[src/rtl/hack_rom_loader.sv]
// Boot loader for the Hack instruction memory: receives a framed program image over a byte
// stream, writes it into instruction memory and holds the CPU in reset until the checksum passes.
module hack_rom_loader #(
  parameter int unsigned WORDS          = 1024,
  parameter bit          BOOT_RUN       = 1'b1,
  parameter int unsigned TIMEOUT_CYCLES = 1000000
) (
  input  logic        clk,
  input  logic        rst_n,
  input  logic [7:0]  rx_data,
  input  logic        rx_valid,
  input  logic        load_req,
  input  logic [15:0] cpu_pc,
  output logic [15:0] mem_addr,
  output logic [15:0] mem_wdata,
  output logic        mem_we,
  output logic        cpu_reset,
  output logic        loading,
  output logic        load_error,
  output logic [15:0] words_loaded
);

  localparam int unsigned PtrW = $clog2(WORDS);

  localparam logic [2:0] StIdle   = 3'd0;
  localparam logic [2:0] StLenHi  = 3'd1;
  localparam logic [2:0] StLenLo  = 3'd2;
  localparam logic [2:0] StDataHi = 3'd3;
  localparam logic [2:0] StDataLo = 3'd4;
  localparam logic [2:0] StChk    = 3'd5;
  localparam logic [2:0] StRun    = 3'd6;
  localparam logic [2:0] StError  = 3'd7;

  logic [2:0]      state_q, state_d;
  logic [7:0]      hi_q, hi_d;
  logic [15:0]     len_q, len_d;
  logic [7:0]      chk_q, chk_d;
  logic [PtrW-1:0] ptr_q, ptr_d;
  logic [15:0]     words_q, words_d;
  logic [15:0]     wdata_q, wdata_d;
  logic            we_q, we_d;
  logic            cpu_reset_q, cpu_reset_d;
  logic            loading_q, loading_d;
  logic            err_q, err_d;
  logic [31:0]     tmo_q, tmo_d;

  logic [15:0] len_rx;
  logic        tmo_active;
  logic        tmo_expire;
  logic        last_word;

  assign len_rx     = {hi_q, rx_data};
  assign tmo_active = (state_q >= StLenHi) && (state_q <= StChk);
  assign tmo_expire = tmo_active && !rx_valid && (tmo_q == TIMEOUT_CYCLES - 1);
  assign last_word  = (32'(ptr_q) + 32'd1) == 32'(len_q);

  always_comb begin
    state_d = state_q;
    hi_d    = hi_q;
    len_d   = len_q;
    chk_d   = chk_q;
    ptr_d   = ptr_q;
    words_d = words_q;
    wdata_d = wdata_q;
    we_d    = 1'b0;
    err_d   = err_q;

    // The pointer advances in the write cycle so mem_addr holds the target address meanwhile.
    if (we_q) begin
      ptr_d   = ptr_q + {{(PtrW-1){1'b0}}, 1'b1};
      words_d = words_q + 16'd1;
    end

    if (load_req) begin
      state_d = StIdle;
      err_d   = 1'b0;
    end else if (rx_valid) begin
      case (state_q)
        StIdle: begin
          if (rx_data == 8'hA5) state_d = StLenHi;
        end
        StError: begin
          if (rx_data == 8'hA5) begin
            state_d = StLenHi;
            err_d   = 1'b0;
          end
        end
        StLenHi: begin
          hi_d    = rx_data;
          state_d = StLenLo;
        end
        StLenLo: begin
          len_d = len_rx;
          if (len_rx == 16'd0 || 32'(len_rx) > WORDS) begin
            state_d = StError;
          end else begin
            state_d = StDataHi;
            ptr_d   = '0;
            chk_d   = 8'd0;
            words_d = 16'd0;
          end
        end
        StDataHi: begin
          hi_d    = rx_data;
          chk_d   = chk_q ^ rx_data;
          state_d = StDataLo;
        end
        StDataLo: begin
          chk_d   = chk_q ^ rx_data;
          wdata_d = {hi_q, rx_data};
          we_d    = 1'b1;
          state_d = last_word ? StChk : StDataHi;
        end
        StChk: begin
          state_d = (rx_data == chk_q) ? StRun : StError;
        end
        default: ;
      endcase
    end else if (tmo_expire) begin
      state_d = StError;
    end

    if (state_d == StError && state_q != StError) err_d = 1'b1;

    if (!tmo_active || rx_valid || state_d != state_q) begin
      tmo_d = 32'd0;
    end else begin
      tmo_d = tmo_q + 32'd1;
    end

    loading_d   = (state_d >= StLenHi) && (state_d <= StChk);
    cpu_reset_d = (state_q != StRun);
  end

  always_ff @(posedge clk) begin
    if (!rst_n) begin
      state_q     <= BOOT_RUN ? StRun : StIdle;
      hi_q        <= 8'd0;
      len_q       <= 16'd0;
      chk_q       <= 8'd0;
      ptr_q       <= '0;
      words_q     <= 16'd0;
      wdata_q     <= 16'd0;
      we_q        <= 1'b0;
      cpu_reset_q <= 1'b1;
      loading_q   <= 1'b0;
      err_q       <= 1'b0;
      tmo_q       <= 32'd0;
    end else begin
      state_q     <= state_d;
      hi_q        <= hi_d;
      len_q       <= len_d;
      chk_q       <= chk_d;
      ptr_q       <= ptr_d;
      words_q     <= words_d;
      wdata_q     <= wdata_d;
      we_q        <= we_d;
      cpu_reset_q <= cpu_reset_d;
      loading_q   <= loading_d;
      err_q       <= err_d;
      tmo_q       <= tmo_d;
    end
  end

  assign mem_addr     = (state_q == StRun) ? cpu_pc : 16'(ptr_q);
  assign mem_wdata    = wdata_q;
  assign mem_we       = we_q;
  assign cpu_reset    = cpu_reset_q;
  assign loading      = loading_q;
  assign load_error   = err_q;
  assign words_loaded = words_q;

endmodule
[config.mk]
export PLATFORM = sky130hd
export DESIGN_NAME = hack_rom_loader
export DESIGN_NICKNAME = d
export VERILOG_FILES = /design/src/rtl/hack_rom_loader.sv
export SDC_FILE = /design/constraint.sdc
export NUM_CORES = 1
export LEC_CHECK = 0
export CAP_MARGIN = 40
export CORE_ASPECT_RATIO = 2
export CORE_MARGIN = 3
export CORE_UTILIZATION = 59
export CTS_BUF_LIST = sky130_fd_sc_hd__clkbuf_16
export DETAILED_ROUTE_END_ITERATION = 10
export PLACE_DENSITY = 0.85
export SYNTH_ARGS = -nofsm -noshare
export SYNTH_HDL_FRONTEND = slang
export SYNTH_SLANG_ARGS = --single-unit
export TNS_END_PERCENT = 20
[constraint.sdc]
create_clock -name clk -period 8.52 [get_ports clk]
set_input_delay 2.556 -clock clk [delete_from_list [all_inputs] [get_ports clk]]
set_output_delay 2.556 -clock clk [all_outputs]
set_load 0.005 [all_outputs]
==> summary.md, run 1 <==
| Metric | Value |
|---|---|
| Outcome | `complete, no violations` |
| Static leakage | `2.42 nW` |
| Cell variety after synth | `63` |
| Post-synth top cells | `113 x dfxtp_1, 100 x nand2_1, 91 x nor2_1` |
| Vias/cell | `5.97` |
| Most used cell, CP | `clkdlybuf4s50_1` |
| Ys flop type | `dfxtp_1` |
| Total Wirelength | `14,300 um` |
| Non-filler cells, final | `862` |
| H-tree level count | `4` |
| Post-CTS Setup Repair Bufs | `0` |
| Syn nets | `719` |
| Asr flop ratio synth | `0%` |
| Final Util | `75.1%` |
| Fin. Hold Viols | `0` |
| First-pass GRT wire length | `23,000 um` |
| Initial antenna violation count | `0` |
| Worst R2R End | `state_q[2]` |
| Clock insertion delay at the later pin of the skew report | `0.41 ns` |
| Num CTS Buffers | `17` |
| Fin Setup TNS | `0 ns` |
| Sequential area share after synthesis | `39.9%` |
| Synth Register Bits | `113` |
| Core area | `0.00938 mm^2` |
| Largest net degree at the start of global routing | `57` |
| Worst slew margin | `44.7%` |
| CTS resizes | `0` |
| Synth warn | `0` |
| Post-synth EDFFs | `0` |
| Clk_skew | `0.00683 ns` |
| Clk slew on worst S/H paths | `0.05 ns` |
| Routed vias | `5,143` |
| R2R depth | `8` |
| Arrival time at the worst endpoint | `3.66 ns` |
| GP Congestion | `0.930` |
| Placed cell area | `0.00647 mm^2` |
| Die footprint | `0.0109 mm^2` |
| Vias in the first global route | `5,318` |
| Reg2reg setup slack | `5.80 ns` |
| Worst Setup Start Kind | `primary input` |
| Avg WL per Cell | `16.6 um` |
| Syn avg cell area | `8.25 um^2` |
| Final Cycle Share | `73.0%` |
| Final global-route overflow total | `0` |
| CP Class | `primary input to primary output` |
| Worst Tran Pin Value | `0.824 ns` |
| Max Freq | `161 MHz` |
| RSZ-0062 raised after global routing | `false` |
| Max-Cap Viols | `0` |
| N_diodes | `0` |
| Root Buffer | `clkbuf_16` |
| Share of layout cells above drive strength 1 | `7.39%` |
| Ports | `80` |
| WHS Path Cells | `2` |
| Worst Hold Launch | `len_q[11]` |
| Post-synth top area share | `39.9%` |
| Post-CTS Hold Buffers | `0` |
| Top post-synthesis cells by area | `dfxtp_1 40%, xor2_1 7.4%, nand2_1 6.6%, nor2_1 6.0%, a21boi_0 4.2%` |
| First-pass DRT Iterations | `5` |
| Die Ht | `145 um` |
| Area leader, netlist | `dfxtp_1` |
| Crit-path cells | `clkdlybuf4s50_1 -> mux2_2 -> clkdlybuf4s50_1` |
| Worst endpoint required time | `5.96 ns` |
| Worst VDD drop | `0.000155 V` |
| Initial Util | `60.5%` |
| Die Width | `75.4 um` |
| Dpl cells | `831` |
| Gr usage total | `27.5%` |
| Count leader, synth | `dfxtp_1` |
| Clk buf depth | `2` |
| CP peak stage delay | `0.45 ns` |
| Min-Delay Endpoint | `len_q[11]` |
| Iter 0 DRT Violations | `191` |
| CP max FO | `1` |
| Final WS setup | `2.30 ns` |
| Pins over their slew limit | `0` |
| Reg-to-Reg Start | `ptr_q[0]` |
| Post-DRT Antenna Nets | `0` |
| Cells after Synth | `688` |
| Hpwl dp | `10,400 um` |
| Largest delay share family, worst path | `buffers and inverters` |
| Post-route cell area | `0.00704 mm^2` |
| Worst hold slack | `0.459 ns` |
| Critical-path top delay cell | `clkdlybuf4s50_1` |
| Pwr per Cell Area | `188 mW/mm^2` |
| Final setup fails | `0` |
| Final worst path period need | `6.22 ns` |
| Rows | `50` |
| DRC viols | `0` |
| PortBufs | `79` |
| Hold crit path type | `flop to flop` |
| Fin nets | `777` |
| CTS tree | `yes` |
| Synth-to-layout area growth | `24.1%` |
| Crit path capture type | `primary output` |
| PnR Total Power | `1.32 mW` |
| Netlist Area Pre-Place | `0.00568 mm^2` |
| Pre-CTS WS | `2.29 ns` |
| Buf+Inv Stages, Crit Path | `2` |
| Clock sink total | `113` |
state kept, by name, summed over array words and instances, names as in the netlist, 3 cells and up:
signal	cells
state_q	3
tmo_q	32
len_q	16
chk_q	8
hi_q	8
ptr_q	10
mem_wdata	16
words_loaded	16
logic make-up after synthesis:
group           share of synthesized area, %
buf+inv                                 3.84
simple gates                            28.9
flops                                   39.9
compound gates                          11.3
xor+xnor                                11.8
mux                                     3.55
fa+ha+maj                              0.661
worst min-delay path, delay by kind of cell, from the launching register on:
family          cells  cell delay (ns)
compound gates      1             0.06
flops               1             0.30
simple gates        1             0.05
metal layers:
metal  vias up  track usage [%]  part of all wire, %
li1       2468                -                    -
met3        76             7.12                  3.6
met2       176             50.9                   56
met1      2423             23.8                   34
met4         0             20.0                  5.9
met5         -                0                    0
cells in the final DEF (no fill, tap or decap), types with 3 or more instances in the layout:
cell type / n
a21boi_0: 32
nor4_1: 12
clkinvlp_4: 3
bufinv_16: 3
o21ai_0: 10
nand4_1: 15
and2_1: 8
nand3b_1: 10
nor2_2: 4
a21oi_1: 10
and4_1: 5
xnor2_1: 26
nor2b_1: 8
nand3_1: 26
nand2b_1: 12
xor2_1: 48
nor2_1: 91
inv_1: 12
mux2_2: 9
ha_1: 3
nor4b_1: 5
nand2_1: 100
clkdlybuf4s50_1: 79
a31oi_1: 4
dfxtp_1: 113
clkinv_1: 3
nor3_1: 10
mux2i_1: 10
clkbuf_16: 17
and3_1: 12
a21boi_1: 8
worst max-delay path by stage:
stage	slack (ns)	from	depth (start not counted)	end
after floorplan	3.15	cpu_pc[0]	1	mem_addr[0]
after detailed placement	2.29	cpu_pc[2]	3	mem_addr[2]
final	2.30	cpu_pc[2]	3	mem_addr[2]
after global placement	2.31	cpu_pc[5]	4	mem_addr[5]
after CTS	2.29	cpu_pc[2]	3	mem_addr[2]
after global routing	2.25	cpu_pc[5]	4	mem_addr[5]
power by group:
group / total, mW / internal, mW / switching (mW)
logic: 0.0934 / 0.0479 / 0.0455
registers: 0.541 / 0.535 / 0.00684
clock network: 0.687 / 0.450 / 0.237
layout make-up:
type | count | area (um^2)
Multi-Input combinational cell | 519 | 3200
Fill cell | 701 | 2340
Sequential cell | 113 | 2260
Timing Repair Buffer | 83 | 836
Clock buffer | 17 | 425
Clock inverter | 14 | 150
Tap cell | 104 | 130
Inverter | 12 | 45.0
Power figures use the tool's default switching activity.
==> inputs of run 2 (changes only) <==
- CORE_UTILIZATION: 59 -> 55
- PLACE_DENSITY: 0.85 -> 0.8
- clock period: 8.52 -> 5.9 ns (I/O delays scaled with it)
==> run 2 against run 1 <==
Wire length is 3.6% lower. Critical path depth stayed put. Via count is 2.1% lower. Core utilization is 3.9 points lower. Cell count is 3.2% higher. Design area hardly changed. Clock-buffer cell count stayed put. Non-clock buffer count stayed put. Flip-flop and latch count stayed put. Critical endpoint is now mem_addr[8]. Largest cell class unchanged.
==> summary.md, run 2 (synthesis gave the netlist of run 1 again) <==
| Metric | Value |
|---|---|
| CTS tree | `yes` |
| Worst Hold Launch | `mem_wdata[10]` |
| Iter 0 DRT Violations | `157 (-18%)` |
| Hpwl dp | `9950 um (-4.3%)` |
| First-pass GRT wire length | `23,200 um (+0.72%)` |
| RSZ-0062 raised after global routing | `false` |
| Clk_skew | `0.00713 ns (+0.000298 ns)` |
| CP Class | `primary input to primary output` |
| CP peak stage delay | `0.46 ns (about the same)` |
| CP max FO | `1 (unchanged)` |
| Vias/cell | `5.66 (-5.2%)` |
| Synth-to-layout area growth | `24.1% (about the same)` |
| WHS Path Cells | `2 (unchanged)` |
| Crit-path cells | `clkdlybuf4s50_1 -> mux2_2 -> clkdlybuf4s50_1` |
| GP Congestion | `0.910 (-2.2%)` |
| Largest net degree at the start of global routing | `36 (-37%)` |
| Reg-to-Reg Start | `ptr_q[0]` |
| R2R depth | `8 (unchanged)` |
| Max Freq | `213 MHz` |
| Worst R2R End | `state_q[2]` |
| DRC viols | `0 (unchanged)` |
| Reg2reg setup slack | `3.31 ns (-2.49 ns)` |
| PortBufs | `79 (unchanged)` |
| Worst slew margin | `45.4% (+0.68 points)` |
| Most frequent cells in the layout | `113 x dfxtp_1, 100 x nand2_1, 91 x nor2_1` |
| Gr usage total | `24.7% (-2.8 points)` |
| First-pass DRT Iterations | `5 (unchanged)` |
| CTS resizes | `0 (unchanged)` |
| Buf+Inv Stages, Crit Path | `2 (unchanged)` |
| Arrival time at the worst endpoint | `2.92 ns (-0.74 ns)` |
| Die Width | `77.8 um (+3.3%)` |
| Worst endpoint required time | `4.13 ns (-1.83 ns)` |
| Final setup fails | `0 (unchanged)` |
| Max reg flops | `32 (unchanged)` |
| Fin nets | `777 (unchanged)` |
| Max-Cap Viols | `0 (unchanged)` |
| Worst VDD drop | `0.000242 V (+56%)` |
| Avg WL per Cell | `15.5 um (-6.6%)` |
| Outcome | `complete, no violations` |
| Critical-path top delay cell | `clkdlybuf4s50_1` |
| Hold crit path type | `flop to flop` |
| Core area | `0.00989 mm^2 (+5.4%)` |
| Commonest non-fill, non-tap cell in the layout | `dfxtp_1` |
| Static leakage | `2.41 nW (-0.51%)` |
| Clock insertion delay at the later pin of the skew report | `0.41 ns (about the same)` |
| Most used cell, CP | `clkdlybuf4s50_1` |
| Final global-route overflow total | `0 (unchanged)` |
| Root Buffer | `clkbuf_16` |
| Final Cycle Share | `79.4%` |
| Initial antenna violation count | `0 (unchanged)` |
| Initial Util | `57.4% (-3.1 points)` |
| Die Ht | `150 um (+3.4%)` |
| Fin Setup TNS | `0 ns (unchanged)` |
| Rows | `51 (+2.0%)` |
| Ports | `80 (unchanged)` |
| Worst Setup Start Kind | `primary input` |
| Post-CTS Setup Repair Bufs | `0 (unchanged)` |
| Final worst path period need | `4.69 ns` |
| Clock sink total | `113 (unchanged)` |
| Total Wirelength | `13,800 um (-3.6%)` |
| Clk slew on worst S/H paths | `0.05 ns (about the same)` |
| Routed vias | `5,033 (-2.1%)` |
| Worst Tran Pin Value | `0.814 ns (-0.0101 ns)` |
| Post-DRT Antenna Nets | `0 (unchanged)` |
| Top reg by flops | `tmo_q` |
| Crit path capture type | `primary output` |
| Share of layout cells above drive strength 1 | `7.39% (unchanged)` |
| Pins over their slew limit | `0 (unchanged)` |
| Pwr per Cell Area | `266 mW/mm^2 (+41%)` |
| Num CTS Buffers | `17 (unchanged)` |
| Largest delay share family, worst path | `buffers and inverters` |
| Clk buf depth | `2 (unchanged)` |
| Vias in the first global route | `5,079 (-4.5%)` |
| Die footprint | `0.0116 mm^2 (+6.8%)` |
| H-tree level count | `4 (unchanged)` |
| Min-Delay Endpoint | `mem_wdata[10]` |
| N_diodes | `0 (unchanged)` |
| Fin. Hold Viols | `0 (unchanged)` |
| Post-CTS Hold Buffers | `0 (unchanged)` |
| Final Util | `71.2% (-3.9 points)` |
## run 2: worst register-to-register path, stage by stage (launching register included)
cell	delay, ns
dfxtp_1	0.50
ha_1	0.56
nand2_1	0.20
nor4b_1	0.32
o211a_1	0.18
a311oi_1	0.04
nor4b_1	0.48
a21oi_1	0.14
nand2_1	0.10
## run 2: routing by layer
layer  part of all wire (%)  up-vias  routed length [um]  GRT usage [%]
met5                      0        -                   0              0
met2                     56      136                7670           46.6
met4                    4.2        0                 584           13.9
li1                       -     2457                   -              -
met3                    4.0       53                 546           4.94
met1                     36     2387                4970           24.4
## run 2: worst max-delay path by stage
| stage | cells past startpoint | from | slack, ns | to |
|---|---|---|---|---|
| finish | 3 | cpu_pc[8] | 1.21 | mem_addr[8] |
| floorplan | 1 | cpu_pc[0] | 2.11 | mem_addr[0] |
| CTS | 3 | cpu_pc[8] | 1.20 | mem_addr[8] |
| global route | 3 | cpu_pc[8] | 1.19 | mem_addr[8] |
| detailed placement | 3 | cpu_pc[8] | 1.20 | mem_addr[8] |
| global placement | 3 | cpu_pc[2] | 1.26 | mem_addr[2] |
## run 2: cell type report
cell class	count	area [um^2]
clock inverter	14	126
timing repair buffer	83	821
fill	779	2850
tap	132	165
clock buffer	17	425
multi-input combinational	519	3200
inverter	12	45.0
sequential	113	2260
## run 2: power by group
group          internal [mW]  total, mW  leakage [nW]  switching (mW)
registers              0.772      0.782         0.912          0.0103
clock network          0.608      0.955         0.273           0.348
logic                 0.0682      0.132          1.23          0.0641
total                   1.45       1.87          2.41           0.422
## run 2: per-stage QoR
| stage | total power [mW] | hold WS [ns] | setup WS (ns) | instances | cell area, um^2 |
|---|---|---|---|---|---|
| after floorplan | 0.869 | 0.430 | 2.11 | 688 | 5680 |
| after global placement | 0.925 | 0.446 | 1.26 | 859 | 6490 |
| after detailed placement | 0.930 | 0.457 | 1.20 | 859 | 6490 |
| after CTS | 1.88 | 0.462 | 1.20 | 890 | 7040 |
| after global routing | 1.93 | 0.484 | 1.19 | 890 | 7040 |
| final | 1.87 | 0.460 | 1.21 | 890 | 7040 |
==> inputs of run 3 (changes only) <==
- clock period: 5.9 -> 4.5 ns (I/O delays scaled with it)
==> run 3 against run 2 <==
Core utilization grew 0.54 points. Die area is the same. Flip-flop and latch count is the same. Sequential share of layout area shrank 0.24 points. Worst setup slack lost 0.56 ns. Clock power grew 30%. Design area grew 0.76%. Wire length grew 2.5%. Clock-buffer cell count is the same.
==> summary.md, run 3 (synthesis gave the netlist of run 1 again) <==
| Metric | Value |
|---|---|
| Share of layout cells above drive strength 1 | `8.36% (+0.97 points)` |
| N_diodes | `0 (unchanged)` |
| PnR Total Power | `2.44 mW (+31%)` |
| Hold crit path type | `flop to flop` |
| Worst slew margin | `43.2% (-2.2 points)` |
| Die Width | `77.8 um (unchanged)` |
| Rows | `51 (unchanged)` |
| Worst endpoint required time | `3.15 ns (-0.98 ns)` |
| Clock insertion delay at the later pin of the skew report | `0.41 ns (about the same)` |
| Fin nets | `784 (+0.90%)` |
| First-pass DRT Iterations | `5 (unchanged)` |
| Iter 0 DRT Violations | `199 (+27%)` |
| Crit path capture type | `primary output` |
| Synth-to-layout area growth | `25.0%` |
| Clk slew on worst S/H paths | `0.05 ns (about the same)` |
| Arrival time at the worst endpoint | `2.50 ns (-0.42 ns)` |
| Gr usage total | `25.6% (+0.88 points)` |
| Final WS setup | `0.654 ns (-0.560 ns)` |
| Hpwl dp | `10,100 um (+1.6%)` |
| CP peak stage delay | `0.46 ns (about the same)` |
| Max Freq | `260 MHz` |
| Pwr per Cell Area | `344 mW/mm^2 (+30%)` |
| CP max FO | `1 (unchanged)` |
| Die footprint | `0.0116 mm^2 (unchanged)` |
| Core area | `0.00989 mm^2 (unchanged)` |
| Outcome | `complete, no violations` |
| Post-CTS Setup Repair Bufs | `0 (unchanged)` |
| Switching power total | `541 uW (+28%)` |
| Crit-path cells | `clkdlybuf4s50_1 -> mux2_2 -> clkdlybuf4s50_1` |
| Clk buf depth | `2 (unchanged)` |
| GP Congestion | `0.900 (-1.1%)` |
| Top reg by flops | `tmo_q` |
| CP Class | `primary input to primary output` |
| Fin Setup TNS | `0 ns (unchanged)` |
| Max-Cap Viols | `0 (unchanged)` |
| Clk_skew | `0.00542 ns (-0.00171 ns)` |
| Largest net degree at the start of global routing | `56 (+56%)` |
| Max reg flops | `32 (unchanged)` |
| Root Buffer | `clkbuf_16` |
| Initial antenna violation count | `0 (unchanged)` |
| WHS Path Cells | `1 (-1)` |
| Final worst path period need | `3.85 ns` |
| Clock sink total | `113 (unchanged)` |
| Fillers | `780 (+0.13%)` |
| Routed vias | `5,035 (+0.040%)` |
| Final Util | `71.7% (+0.54 points)` |
| Vias in the first global route | `5,062 (-0.33%)` |
| Worst Setup Start Kind | `primary input` |
| Buf+Inv Stages, Crit Path | `2 (unchanged)` |
| Combinational power share | `7.4% (+0.3 points)` |
| Worst VDD drop | `0.000301 V (+24%)` |
| CTS resizes | `0 (unchanged)` |
| Pins over their slew limit | `0 (unchanged)` |
| Vias/cell | `5.61 (-0.85%)` |
| Initial Util | `57.4% (unchanged)` |
| Final Cycle Share | `85.5%` |
| Most frequent cells in the layout | `113 x dfxtp_1, 100 x nand2_1, 91 x nor2_1` |
| Largest delay share family, worst path | `buffers and inverters` |
| CTS tree | `yes` |
| Clk pwr share | `50.6% (-0.5 points)` |
| PortBufs | `79 (unchanged)` |
| Static leakage | `2.45 nW (+1.6%)` |
| Final setup fails | `0 (unchanged)` |
| H-tree level count | `4 (unchanged)` |
| Avg WL per Cell | `15.7 um (+1.6%)` |
| Post-CTS Hold Buffers | `0 (unchanged)` |
| Crit path depth | `3 (unchanged)` |
| Reg power frac | `42.0% (+0.2 points)` |
| R2R depth | `7 (-1)` |
| Non-filler cells, final | `898 (+0.90%)` |
| DRC viols | `0 (unchanged)` |
| Pre-CTS WS | `0.629 ns (-0.576 ns)` |
| Ports | `80 (unchanged)` |
| Final global-route overflow total | `0 (unchanged)` |
| RSZ-0062 raised after global routing | `false` |
| Sw Share | `22.1% (-0.44 points)` |
| Total Wirelength | `14,100 um (+2.5%)` |
| Num CTS Buffers | `17 (unchanged)` |
| Post-DRT Antenna Nets | `0 (unchanged)` |
| Dpl cells | `866 (+0.81%)` |
| Fin. Hold Viols | `0 (unchanged)` |
| Most used cell, CP | `clkdlybuf4s50_1` |
| Worst Tran Pin Value | `0.847 ns (+0.0329 ns)` |
| Commonest non-fill, non-tap cell in the layout | `dfxtp_1` |
| First-pass GRT wire length | `23,700 um (+2.2%)` |
| Internal | `1.90 mW (+31%)` |
| Die Ht | `150 um (unchanged)` |
| Critical-path top delay cell | `clkdlybuf4s50_1` |
run 3: worst reg2reg max path, cell delays in order (launching register included):
cell,delay (ns)
dfxtp_1,0.50
ha_1,0.55
nand2_1,0.18
nor3_1,0.19
a22oi_1,0.11
a32o_1,0.28
nor4b_1,0.42
o211ai_1,0.14
run 3: layer usage:
metal  vias up  wire length [um]  GRT usage [%]
met5         -                 0              0
met4         0               582           14.1
met3        49               520           4.70
met2       140              7940           48.2
met1      2376              5080           25.7
li1       2470                 -              -
run 3: path summary, 6_finish.rpt:
check                           startpoint          end  slack (ns)
worst min register to register    tmo_q[0]     tmo_q[0]        0.46
worst min-delay path              tmo_q[0]     tmo_q[0]        0.46
worst max-delay path             cpu_pc[1]  mem_addr[1]        0.65
worst max register to register    ptr_q[0]   state_q[1]        1.98
run 3: area by class of cell:
cell class | count | area [um^2] | share of cell area (%)
sequential | 113 | 2260 | 31.9
clock buffer | 17 | 425 | 6.00
multi-input combinational | 519 | 3200 | 45.0
tap | 132 | 165 | 2.33
inverter | 12 | 45.0 | 0.635
timing repair buffer | 90 | 873 | 12.3
clock inverter | 15 | 128 | 1.80
run 3: stage by stage:
step | area [um^2] | hold slack, ns
2_1_floorplan | 5680 | 0.430
3_3_place_gp | 6540 | 0.445
3_5_place_dp | 6540 | 0.452
4_1_cts | 7090 | 0.463
5_1_grt | 7090 | 0.489
6_report | 7090 | 0.456
run 3: power groups by stage:
stage               registers [mW]  logic, mW  clock network (mW)
floorplan                     1.04      0.101                   0
global placement              1.05      0.173                   0
detailed placement            1.05      0.179                   0
CTS                           1.03      0.180                1.25
global route                  1.03      0.195                1.30
finish                        1.03      0.180                1.24
==> RTL edit: new RTL, flow settings as in run 2 <==
Add an input register stage for `rx_data`, `rx_valid`, `load_req` and `cpu_pc`, cleared by the reset; this delays them by one clock.
--- a/src/rtl/hack_rom_loader.sv
+++ b/src/rtl/hack_rom_loader.sv
@@ -33,2 +33,21 @@
 
+  logic [7:0] rx_data_q;
+  logic rx_valid_q;
+  logic load_req_q;
+  logic [15:0] cpu_pc_q;
+
+  always_ff @(posedge clk) begin
+    if (!rst_n) begin
+      rx_data_q  <= '0;
+      rx_valid_q <= '0;
+      load_req_q <= '0;
+      cpu_pc_q   <= '0;
+    end else begin
+      rx_data_q  <= rx_data;
+      rx_valid_q <= rx_valid;
+      load_req_q <= load_req;
+      cpu_pc_q   <= cpu_pc;
+    end
+  end
+
   logic [2:0]      state_q, state_d;
@@ -51,5 +70,5 @@
 
-  assign len_rx     = {hi_q, rx_data};
+  assign len_rx     = {hi_q, rx_data_q};
   assign tmo_active = (state_q >= StLenHi) && (state_q <= StChk);
-  assign tmo_expire = tmo_active && !rx_valid && (tmo_q == TIMEOUT_CYCLES - 1);
+  assign tmo_expire = tmo_active && !rx_valid_q && (tmo_q == TIMEOUT_CYCLES - 1);
   assign last_word  = (32'(ptr_q) + 32'd1) == 32'(len_q);
@@ -73,12 +92,12 @@
 
-    if (load_req) begin
+    if (load_req_q) begin
       state_d = StIdle;
       err_d   = 1'b0;
-    end else if (rx_valid) begin
+    end else if (rx_valid_q) begin
       case (state_q)
         StIdle: begin
-          if (rx_data == 8'hA5) state_d = StLenHi;
+          if (rx_data_q == 8'hA5) state_d = StLenHi;
         end
         StError: begin
-          if (rx_data == 8'hA5) begin
+          if (rx_data_q == 8'hA5) begin
             state_d = StLenHi;
@@ -88,3 +107,3 @@
         StLenHi: begin
-          hi_d    = rx_data;
+          hi_d    = rx_data_q;
           state_d = StLenLo;
@@ -103,4 +122,4 @@
         StDataHi: begin
-          hi_d    = rx_data;
-          chk_d   = chk_q ^ rx_data;
+          hi_d    = rx_data_q;
+          chk_d   = chk_q ^ rx_data_q;
           state_d = StDataLo;
@@ -108,4 +127,4 @@
         StDataLo: begin
-          chk_d   = chk_q ^ rx_data;
-          wdata_d = {hi_q, rx_data};
+          chk_d   = chk_q ^ rx_data_q;
+          wdata_d = {hi_q, rx_data_q};
           we_d    = 1'b1;
@@ -114,3 +133,3 @@
         StChk: begin
-          state_d = (rx_data == chk_q) ? StRun : StError;
+          state_d = (rx_data_q == chk_q) ? StRun : StError;
         end
@@ -124,3 +143,3 @@
 
-    if (!tmo_active || rx_valid || state_d != state_q) begin
+    if (!tmo_active || rx_valid_q || state_d != state_q) begin
       tmo_d = 32'd0;
@@ -164,3 +183,3 @@
 
-  assign mem_addr     = (state_q == StRun) ? cpu_pc : 16'(ptr_q);
+  assign mem_addr     = (state_q == StRun) ? cpu_pc_q : 16'(ptr_q);
   assign mem_wdata    = wdata_q;
Function: changed (Yosys sat finds a counterexample within 4 cycles, from zero or initial values and one cycle with rst_n low).
==> RTL edit against run 2 <==
  * Combinational power grew 20%
  * Non-clock buffer count is 1 higher
  * Area after synthesis increased by 13%
  * Sequential power grew 25%
  * Global-route usage shrank 0.13 points
  * Worst setup slack better by 210 ps
  * Sequential cell count increased by 26
  * Routed wire length increased by 13%
  * Power is 12% higher
  * Final area is 11% higher
  * Critical path type is now reg -> out
==> RTL edit: results (changes against run 2) <==
status finished, final reports clean; Critical Path Sink mem_addr[1]; met1 usage 0.265 (+0.0201); M2 GR Usage 0.431 (-0.0343); fin crit period 4470 ps (-215 ps); ranking of synthesized cells by instance count dfxtp_1 (139), nand2_1 (111), nor2_1 (53); Detail Route met3 WL 657 um (+20%); total leakage power 0.00294 uW (+22%); largest net degree at the start of global routing 52 (+44%); Synth area leaders dfxtp_1 (43%), nand2_1 (6.5%), xor2_1 (5.2%), xnor2_1 (4.5%), nor3_1 (3.6%); drt pass-1 iters 4 (-1); vias per cell 5.76 (+1.9%); Sw Pwr 501 uW (+19%); skew final 7.14 ps (+0.00780 ps); RR Endpoint tmo_q[26]$_SDFF_PP0_; nets@finish 829 (+6.7%); worst-path fanout max 19 (+18); wire length on met1 5880 um (+18%); Overall Global Routing Usage 0.246 (-0.00134); mux share of post-synthesis cell area 0.0438 (+0.00831); initial DRC count 297 (+89%); sequential-to-total area share from yosys stat 0.433 (+0.0344); DR WL met2 8330 um (+8.6%); hold path start mem_wdata[0]$_SDFFE_PN0P_; dpl hpwl 11000 um (+10%); CP Data Arrival Time 2700 ps (-220 ps); Hold Path End mem_wdata[0]$_SDFFE_PN0P_; M3 GR Usage 0.0522 (+0.00282); Worst VDD drop 0.000207 V (-14%)
==> RTL edit: final cells by class <==
type	instances	area share
Multi-Input combinational cell	547	0.440
Sequential cell	139	0.357
Timing Repair Buffer	84	0.107
Clock buffer	17	0.0545
Tap cell	142	0.0228
Clock inverter	15	0.0143
Inverter	9	0.00433
==> RTL edit: power by group through the flow <==
stage	sequential [uW]	combinational [uW]	clock [uW]
floorplan	981	109	0
global placement	993	153	0
detailed placement	994	159	0
CTS	974	160	974
global route	976	173	1010
finish	974	159	964
==> RTL edit: metrics by stage <==
stage	total power [uW]	cell area, um^2	hold WS (ps)	instances
3_5_place_dp	1150	7260	462	921
3_3_place_gp	1150	7230	457	919
6_report	2100	7800	470	953
2_1_floorplan	1090	6430	453	740
5_1_grt	2160	7800	499	953
4_1_cts	2110	7800	473	953
==> RTL edit: critical path: stages, from the launching register on <==
cell,delay [ps]
dfxtp_1,630
and3b_1,780
mux2_2,410
clkdlybuf4s50_1,460
